`src/rtl/alu_seq.sv`:
```
// Registered ALU with ADD/SUB/AND/OR/XOR/SHL/SHR and an iterative shift-add MUL.
// Latency: 1 cycle for ops 0-6; MUL presents its result WIDTH+1 edges after accept.
// Backpressure: a held result blocks new operands until out_ready takes it (pass-through on same edge).
module alu_seq #(
  parameter int WIDTH = 4,
  parameter int SHW   = $clog2(WIDTH)
) (
  input  logic             clk,
  input  logic             rst,
  input  logic             in_valid,
  output logic             in_ready,
  input  logic [WIDTH-1:0] a,
  input  logic [WIDTH-1:0] b,
  input  logic [2:0]       op,
  output logic             out_valid,
  input  logic             out_ready,
  output logic [WIDTH-1:0] result,
  output logic             carry,
  output logic             overflow,
  output logic             zero
);

  localparam logic [2:0] OP_ADD = 3'd0;
  localparam logic [2:0] OP_SUB = 3'd1;
  localparam logic [2:0] OP_AND = 3'd2;
  localparam logic [2:0] OP_OR  = 3'd3;
  localparam logic [2:0] OP_XOR = 3'd4;
  localparam logic [2:0] OP_SHL = 3'd5;
  localparam logic [2:0] OP_SHR = 3'd6;
  localparam logic [2:0] OP_MUL = 3'd7;

  // Shift staging is wide enough to keep every bit a maximal left shift can push out.
  localparam int SW = WIDTH + (1 << SHW);
  localparam int CW = $clog2(WIDTH + 1);

  typedef enum logic [1:0] {IDLE, BUSY, HOLD} state_t;

  state_t               state;
  logic [2*WIDTH-1:0]   acc;
  logic [2*WIDTH-1:0]   a_sh;
  logic [WIDTH-1:0]     b_sh;
  logic [CW-1:0]        cnt;

  logic [WIDTH:0]       sum;
  logic [WIDTH:0]       diff;
  logic [SW-1:0]        shl_wide;
  logic [WIDTH-1:0]     c_res;
  logic                 c_carry;
  logic                 c_ovf;

  logic                 accept;

  assign out_valid = (state == HOLD);
  assign in_ready  = (state == IDLE) || ((state == HOLD) && out_ready);
  assign accept    = in_valid && in_ready;

  // Single-cycle datapath: result and flags for ops 0-6 from the live operands.
  always_comb begin
    c_res    = '0;
    c_carry  = 1'b0;
    c_ovf    = 1'b0;
    sum      = {1'b0, a} + {1'b0, b};
    diff     = {1'b0, a} - {1'b0, b};
    shl_wide = SW'(a) << b[SHW-1:0];
    case (op)
      OP_ADD: begin
        c_res   = sum[WIDTH-1:0];
        c_carry = sum[WIDTH];
        c_ovf   = (a[WIDTH-1] == b[WIDTH-1]) && (sum[WIDTH-1] != a[WIDTH-1]);
      end
      OP_SUB: begin
        c_res   = diff[WIDTH-1:0];
        c_carry = diff[WIDTH];
        c_ovf   = (a[WIDTH-1] != b[WIDTH-1]) && (diff[WIDTH-1] != a[WIDTH-1]);
      end
      OP_AND: c_res = a & b;
      OP_OR:  c_res = a | b;
      OP_XOR: c_res = a ^ b;
      OP_SHL: begin
        c_res = shl_wide[WIDTH-1:0];
        c_ovf = |shl_wide[SW-1:WIDTH];
      end
      OP_SHR: c_res = a >> b[SHW-1:0];
      default: ;
    endcase
  end

  // Control FSM with registered result/flags and the shift-add multiplier state.
  always_ff @(posedge clk) begin
    if (rst) begin
      state    <= IDLE;
      result   <= '0;
      carry    <= 1'b0;
      overflow <= 1'b0;
      zero     <= 1'b0;
      acc      <= '0;
      a_sh     <= '0;
      b_sh     <= '0;
      cnt      <= '0;
    end else begin
      case (state)
        IDLE, HOLD: begin
          if (accept) begin
            if (op == OP_MUL) begin
              a_sh  <= {{WIDTH{1'b0}}, a};
              b_sh  <= b;
              acc   <= '0;
              cnt   <= '0;
              state <= BUSY;
            end else begin
              result   <= c_res;
              carry    <= c_carry;
              overflow <= c_ovf;
              zero     <= (c_res == '0);
              state    <= HOLD;
            end
          end else if ((state == HOLD) && out_ready) begin
            state <= IDLE;
          end
        end
        BUSY: begin
          // One extra edge after the last iteration publishes the product.
          if (cnt == CW'(WIDTH)) begin
            result   <= acc[WIDTH-1:0];
            carry    <= 1'b0;
            overflow <= |acc[2*WIDTH-1:WIDTH];
            zero     <= (acc[WIDTH-1:0] == '0);
            state    <= HOLD;
          end else begin
            if (b_sh[0]) acc <= acc + a_sh;
            a_sh <= a_sh << 1;
            b_sh <= b_sh >> 1;
            cnt  <= cnt + CW'(1);
          end
        end
        default: state <= IDLE;
      endcase
    end
  end

endmodule
```
`config.mk`:
```
export PLATFORM = sky130hd
export DESIGN_NAME = alu_seq
export DESIGN_NICKNAME = d
export VERILOG_FILES = /design/src/rtl/alu_seq.sv
export SDC_FILE = /design/constraint.sdc
export NUM_CORES = 1
export LEC_CHECK = 0
export ABC_AREA = 1
export CORE_MARGIN = 2
export CORE_UTILIZATION = 57
export DETAILED_ROUTE_END_ITERATION = 7
export PLACE_DENSITY_LB_ADDON = 0.08
export RECOVER_POWER = 50
export REMOVE_ABC_BUFFERS = 1
export SLEW_MARGIN = 15
export SYNTH_ARGS = -nofsm -noshare
export SYNTH_HDL_FRONTEND = slang
export SYNTH_SLANG_ARGS = --single-unit
```
`constraint.sdc`:
```
create_clock -name clk -period 2.4 [get_ports clk]
set_clock_uncertainty 0.15 [all_clocks]
set_input_delay 0.36 -clock clk [delete_from_list [all_inputs] [get_ports clk]]
set_output_delay 0.36 -clock clk [all_outputs]
set_load 0.005 [all_outputs]
```
# After elaboration in Yosys (flattened, before gate mapping)
# Cells that the tools add are included.
[op_classes]
addsub = 4
n_eq_ne = 21
shifts = 2
mux = 41
bitwise = 3
reduce_logical = 17
[op_table]
columns = ["cell", "count"]
rows = [
  ["two-way mux 8 bit", 7],
  ["one-hot mux 8 bit (2 select lines)", 2],
  ["one-hot mux 4 bit (7 select lines)", 1],
  ["two-way mux 4 bit", 6],
  ["one-hot mux 4 bit (2 select lines)", 2],
  ["equality test 3 bit, second input constant", 5],
  ["inequality test 2 bit, second input constant", 6],
  ["two-way mux 1 bit", 9],
  ["two-way mux 3 bit", 3],
  ["adder 8 bit", 1],
  ["zero test 4 bit", 2],
  ["two-way mux 2 bit", 4],
  ["one-hot mux 1 bit (2 select lines)", 4],
  ["AND reduction 4 bit", 2],
  ["OR reduction 4 bit", 2],
  ["<< shifter 4 x 2 -> 8 bit", 1],
  ["equality test 3 x 2 -> 1 bit, second input constant", 2],
  ["one-hot mux 3 bit (2 select lines)", 1],
  ["adder 4 x 4 -> 5 bit", 1],
  ["AND reduction 5 bit", 1],
  ["subtractor 4 x 4 -> 5 bit", 1],
  ["bitwise AND 4 bit", 1],
  ["logical AND 1 bit", 4],
  ["OR 4 bit", 1],
  ["other kinds (17)", 19],
]
[totals]
ff_bits = 32
inputBits = 15
out_inout_bits = 9
word_cells = 97

# Depth between registers and ports, before layout
# Gate-level depths: netlist (run 1).
[depth]
ltp_word = 7
depth_mapped = 12
ltp_nobuf = 11

# Worst setup path before layout (run 1)
# Ideal clock, no wire load.
[synth_timing]
path_kind = "input to register"
start = "input b[1]"
end = "register zero"
setup_time_ps = 70
arrival_ps = 1607
t_required_ps = 2180
slack_ps = 573
stages = 10
path_buffers = 1
cell_sequence = "inv_1 buf_2 fa_1 nand3_1 nand2_1 nor2_1 nand3_1 nor2_1 nand3_1 a21oi_1"
[synth_between]
elab_chain_cells = 6
word_cells_on_any_way = 12
cone_classes = "2 x add/sub; 2 x shift; 4 x mux; 3 x bitwise; 1 x reduce/logical"
[synth_rtl]
columns = ["element", "line", "rtl"]
rows = [
  ["start, declared", "13", "input logic [WIDTH-1:0] b,"],
  ["subtractor 4 x 4 -> 5 bit, or another cell as far along", "63", "diff = {1'b0, a} - {1'b0, b};"],
  ["one-hot mux 4 bit (7 select lines) (*)", "65", "case (op)"],
  ["zero test 4 bit (*)", "114", "zero <= (c_res == '0);"],
  ["two-way mux 1 bit (*)", "104", "if (op == OP_MUL) begin"],
  ["two-way mux 1 bit (*)", "103", "if (accept) begin"],
  ["one-hot mux 1 bit (2 select lines) (*)", "101", "case (state)"],
  ["end signal, assigned", "114", ""],
  ["end signal, assigned", "127", "zero <= (acc[WIDTH-1:0] == '0);"],
  ["end, declared", "20", "output logic zero"],
]
# Every way passes the cells marked *; elsewhere a longest branch is shown, timed or not. The select of a mux whose other input is x is not followed.
# A chain may end at the register's enable or synchronous reset.

# Worst setup path after layout (run 1)
[layout_timing]
start = "input a[0]"
end = "register zero"
[layout_between]
elab_chain_cells = 6
word_cells_on_any_way = 12
cone_classes = "2 x add/sub; 2 x shift; 4 x mux; 3 x bitwise; 1 x reduce/logical"
[layout_rtl]
columns = ["element", "line", "rtl"]
rows = [
  ["start, declared", "12", "input logic [WIDTH-1:0] a,"],
  ["subtractor 4 x 4 -> 5 bit, or another cell as far along", "63", ""],
  ["one-hot mux 4 bit (7 select lines) (*)", "65", ""],
  ["zero test 4 bit (*)", "114", ""],
  ["two-way mux 1 bit (*)", "104", ""],
  ["two-way mux 1 bit (*)", "103", ""],
  ["one-hot mux 1 bit (2 select lines) (*)", "101", ""],
]
# Marked as above.

==> results of run 1 <==
[routing by layer]
layer / track usage / vias up
met3: 0.0613 / 10
met2: 0.422 / 95
li1: - / 1335
met4: 0.0839 / 0
met1: 0.396 / 1208
met5: 0 / -
[cells by family after synthesis]
logic type,share of synthesized area
xor gates and xnor gates,0.00687
buffers and inverters,0.0946
adders and majority gates,0.131
AOI/OAI and AO/OA,0.162
DFF,0.251
and+or+nand+nor,0.354
[critical path: cells and delay by family]
kind / cells / cell delay [ps]
buf+inv: 3 / 640
compound gates: 1 / 110
simple gates: 6 / 540
fa+ha+maj: 2 / 620
[synthesized netlist by cell type (5+ instances only)]
cell type  instances  area share
a31oi_1            9       0.022
dfxtp_1           32        0.25
nand2_1           79        0.12
o21ai_1           10       0.020
nand3_1           40       0.078
a21oi_1           27       0.053
nor3_1             5      0.0098
nand4_1            9       0.022
ha_1              22        0.11
or2_2              5       0.012
inv_2              6      0.0088
nor2_1            37       0.054
o21ai_0           13       0.026
inv_1             37       0.054
[cell type report]
class | count | area, um^2
clock inverter | 1 | 30.0
inverter | 44 | 168
timing repair buffer | 42 | 369
fill | 385 | 1310
tap | 52 | 65.1
sequential | 32 | 641
clock buffer | 7 | 96.3
multi-input combinational | 290 | 1650
[flip-flops by register name, summed over array words and instances, names as in the netlist]
name	count
a_sh	8
acc	8
b_sh	4
carry	1
cnt	3
overflow	1
result	4
state	2
zero	1
[path summary, 6_finish.rpt]
path,startpoint,end,depth (start not counted)
max,a[0],zero,12
min,b_sh[3],b_sh[3],2
max reg2reg,state[0],acc[2],7
min reg2reg,b_sh[3],b_sh[3],2
[layout by cell type (no fill, tap or decap), types with 2 or more instances in the layout]
cell type         n
buf_4            18
fa_1              3
o21ai_1          11
ha_1             22
o21ai_0          14
clkbuf_8          7
nand2_1          79
nand3_1          41
nor2_1           37
inv_2             6
inv_1            37
dfxtp_1          32
nand4_1           9
a31oi_1           9
nand3b_1          3
nor2_4            3
dlygate4sd3_1     8
nor3_1            5
nor2_2            3
a21oi_1          27
clkdlybuf4s50_1  15
o211ai_1          2
or2_2             5
[power breakdown]
part | internal [W] | switching [W] | leakage (nW)
registers | 0.000553 | 0.0000149 | 0.260
logic | 0.000138 | 0.000194 | 1.13
clock network | 0.000366 | 0.000207 | 0.0645
[through the flow]
| stage | setup TNS (ps) | util | hold WS (ps) |
|---|---|---|---|
| after CTS | 0 | 0.703 | 322 |
| final | 0 | 0.698 | 321 |
| after global routing | 0 | 0.698 | 347 |
| after global placement | -31.6 | 0.674 | 302 |
| after floorplan | 0 | - | 272 |
| after detailed placement | -146 | 0.674 | 311 |
==> flow_metrics.env, run 1 <==
export IMPL_outcome="completed"
export IMPL_vias=2648
export IMPL_cts_made_buffers=5
export IMPL_postCtsSetupBuffers=0
export IMPL_power_leakage_nw=1.45
export IMPL_met3_length_um=477
export IMPL_synth_main_ff_cell="dfxtp_1"
export IMPL_cts_hold_buf=0
export IMPL_vias_per_cell=5.66
export IMPL_drt_pass1_iter_count=5
export IMPL_gp_congestion=0.980
export IMPL_path_class="input port to register"
export IMPL_cp_required_ps=2460
export IMPL_slowest_delay_ps=500
export IMPL_synth_edff_count=0
export IMPL_tightest_slew_ps=724
export IMPL_ys_ff_latch=32
export IMPL_endpoint_kind="register"
export IMPL_syn_to_final_growth_pct=18.3
export IMPL_drv_cap=0
export IMPL_cp_max_fo=3
export IMPL_h_tree_depth=2
export IMPL_critPathLaunchType="input port"
export IMPL_synth_seq_area_share=0.251
export IMPL_dpl_worst_slack_ps=-73.0
export IMPL_drc=0
export IMPL_maxSlewHeadroom=0.514
export IMPL_drtAntennaViolNets=0
export IMPL_worstSkewPairLatency_ps=290
export IMPL_post_cts_resized=0
export IMPL_io_buffers=23
export IMPL_grt_ovfl_total=0
export IMPL_fin_total_pwr_w=0.00147
export IMPL_cts_buffer_depth=2
export IMPL_power_density_mw_per_mm2=488
export IMPL_wl_met2_mm=2.82
export IMPL_path_clk_slew_ps=70
export IMPL_drive_above_1_share=0.125
export IMPL_rrSetupSlack_ps=330
export IMPL_hold_path_class="register to register"
export IMPL_rsz0062_at_grt="no"
export IMPL_dieArea_mm2=0.00503
export IMPL_nNetsFinal=455
export IMPL_clock_sinks=32
export IMPL_cts_tree="built"
export IMPL_grt_max_degree=19
export IMPL_crit_path_frequent_cell="nand3_1"
export IMPL_drt_wl_total_mm=6.59
export IMPL_syn_area_mm2=0.00255
export IMPL_rows=24
export IMPL_clockRootBuffer="clkbuf_8"
export IMPL_synth_distinct_cells=42
export IMPL_dpl_instance_area_mm2=0.00292
export IMPL_drtIter0Drc=208
export IMPL_fin_crit_sh=0.917
export IMPL_worstPathCellList="clkdlybuf4s50_1, inv_1, ha_1, inv_1, fa_1, nand3_1, nand2_1, nor2_1, nand3_1, nor2_1, nand3_1, a21oi_1"
export IMPL_ir_drop_mv=0.388
export IMPL_core_area_mm2=0.00432
export IMPL_antenna_found_initial=0
export IMPL_cp_slowest_cell="clkdlybuf4s50_1"
export IMPL_synthCells=377
export IMPL_setup_ws_ps=200
export IMPL_fin_area_mm2=0.00302
export IMPL_stdcell_count=468
export IMPL_finalHoldViolCount=0
export IMPL_io_pins=24
export IMPL_placed_cells=460
export IMPL_first_global_vias=2414
export IMPL_n_antenna_cell=0
export IMPL_postSynthAreaPerCell_um2=6.77
export IMPL_top_layer="met4"
export IMPL_synthArstFlopShare=0
export IMPL_fp_dieH_um=70.9
export IMPL_grt_pass1_wl_mm=11.1
export IMPL_setup_violations=0
export IMPL_wire_per_inst_um=14.1
export IMPL_hpwl_mm=5.14
export IMPL_cp_arrival_ps=2260
export IMPL_drt_met1_wl_mm=3.19
export IMPL_final_max_slew_violation_count=0
export IMPL_period_needed_ps=2200
export IMPL_clock_fmax_ghz=0.455
export IMPL_initial_core_util=0.590
export IMPL_ys_warn_count=0
export IMPL_grtUsageTotal=0.278
export IMPL_dieWidth_um=70.9
No activity file was read; power rests on OpenSTA's default activity.
==> run 2, diff against run 1 <==
CORE_MARGIN = not set   (was 2)
==> flow_metrics.env, run 2 (synthesized netlist as in run 1, its figures left out) <==
export IMPL_syn_to_final_growth_pct=17.9
export IMPL_cp_slowest_cell="clkdlybuf4s50_1"
export IMPL_hold_path_depth=2
export IMPL_wire_per_inst_um=13.8
export IMPL_layout_commonest_cell="nand2_1"
export IMPL_worstPathCellList="clkdlybuf4s50_1, inv_1, ha_1, inv_1, fa_1, nand3_1, nand2_1, nor2_1, nand3_1, nor2_1, nand3_1, a21oi_1"
export IMPL_reg2reg_depth=8
export IMPL_initial_core_util=0.616
export IMPL_drtIter0Drc=190
export IMPL_endpoint_kind="register"
export IMPL_dpl_instance_area_mm2=0.00293
export IMPL_first_global_vias=2275
export IMPL_nNetsFinal=457
export IMPL_holdPathEnd="b_sh[3]"
export IMPL_cp_max_fo=3
export IMPL_rows=23
export IMPL_grtUsageTotal=0.293
export IMPL_worstSkewPairLatency_ps=290
export IMPL_ir_drop_mv=0.279
export IMPL_clockRootBuffer="clkbuf_8"
export IMPL_slowest_delay_ps=520
export IMPL_path_clk_slew_ps=70
export IMPL_hold_path_class="register to register"
export IMPL_drc=0
export IMPL_power_density_mw_per_mm2=468
export IMPL_outcome="completed"
export IMPL_io_pins=24
export IMPL_dieWidth_um=68.9
export IMPL_rrSetupSlack_ps=250
export IMPL_r2r_start="cnt[0]"
export IMPL_fin_area_mm2=0.00301
export IMPL_grt_ovfl_total=0
export IMPL_n_antenna_cell=0
export IMPL_hp_start="b_sh[3]"
export IMPL_maxSlewHeadroom=0.468
export IMPL_crit_path_frequent_cell="nand3_1"
export IMPL_drtAntennaViolNets=0
export IMPL_power_leakage_nw=1.46
export IMPL_critPathLaunchType="input port"
export IMPL_tightest_slew_ps=792
export IMPL_vias=2673
export IMPL_rsz0062_at_grt="no"
export IMPL_vias_per_cell=5.71
export IMPL_finish_utilization=0.726
export IMPL_drv_cap=0
export IMPL_gp_congestion=0.976
export IMPL_fp_dieH_um=68.9
export IMPL_layout_common_cells="79 x nand2_1, 41 x nand3_1, 37 x inv_1, 37 x nor2_1, 32 x dfxtp_1"
export IMPL_antenna_found_initial=0
export IMPL_fin_total_pwr_w=0.00141
export IMPL_drive_above_1_share=0.127
export IMPL_drt_wl_total_mm=6.45
export IMPL_dieArea_mm2=0.00475
export IMPL_io_buffers=23
export IMPL_final_max_slew_violation_count=0
export IMPL_h_tree_depth=2
export IMPL_clock_fmax_ghz=0.449
export IMPL_path_class="input port to register"
export IMPL_clock_sinks=32
export IMPL_finalHoldViolCount=0
export IMPL_core_area_mm2=0.00414
export IMPL_cp_arrival_ps=2300
export IMPL_hpwl_mm=5.08
export IMPL_cts_tree="built"
export IMPL_cts_buffer_depth=2
export IMPL_reg_largest_list="a_sh (8), acc (8)"
export IMPL_post_cts_resized=0
export IMPL_postCtsSetupBuffers=0
export IMPL_cts_made_buffers=5
export IMPL_fin_crit_sh=0.928
export IMPL_cp_required_ps=2470
export IMPL_drt_pass1_iter_count=6
export IMPL_setup_violations=0
export IMPL_r2r_end="acc[2]"
export IMPL_cts_hold_buf=0
export IMPL_period_needed_ps=2230
export IMPL_grt_pass1_wl_mm=10.2
export IMPL_grt_max_degree=19
## run 2: cell count changes in the layout (fill, tap and decap cells not counted), sizes merged
cell	previous run	this run
clkinv	0	1
dlygate4sd3	8	9
clkdlybuf4s50	15	14
clkbuf	8	6
buf	18	21
## run 2: cell type report
type | instances | area [um^2]
Sequential cell | 32 | 641
Inverter | 44 | 168
Timing Repair Buffer | 44 | 388
Clock inverter | 2 | 35.0
Tap cell | 50 | 62.6
Fill cell | 366 | 1140
Clock buffer | 6 | 72.6
Multi-Input combinational cell | 290 | 1640
## run 2: routing by layer
metal | track usage | wire length [um]
met4 | 0.112 | 132
met1 | 0.411 | 3020
met2 | 0.444 | 2840
met3 | 0.0493 | 456
met5 | 0 | 0
## run 2: report_power, final
group          total, W  internal (W)  switching, W
Sequential     0.000568      0.000554     0.0000148
Clock          0.000507      0.000308      0.000199
Combinational  0.000331      0.000139      0.000192
## run 2: worst max path at each step
stage | startpoint | endpoint | slack, ps | cells past startpoint
2_1_floorplan | b[1] | zero | 540 | 9
3_3_place_gp | a[0] | zero | -40 | 12
5_1_grt | a[0] | zero | 10 | 12
6_report | a[0] | zero | 170 | 12
4_1_cts | a[0] | zero | 180 | 12
3_5_place_dp | a[0] | zero | -110 | 12
## run 2: stage by stage
step | setup slack, ps | hold WS, ps | setup TNS [ps] | instances
2_1_floorplan | 544 | 272 | 0 | 366
3_3_place_gp | -36.2 | 302 | -36.2 | 460
3_5_place_dp | -111 | 307 | -180 | 460
4_1_cts | 183 | 320 | 0 | 468
5_1_grt | 10.2 | 355 | 0 | 468
6_report | 173 | 322 | 0 | 468
## run 2: worst max-delay path: cells and delay by family
kind                       cells  cell delay (ps)
buffers and inverters          3              670
and+or+nand+nor                6              530
AOI/OAI and AO/OA              1              120
adders and majority gates      2              610
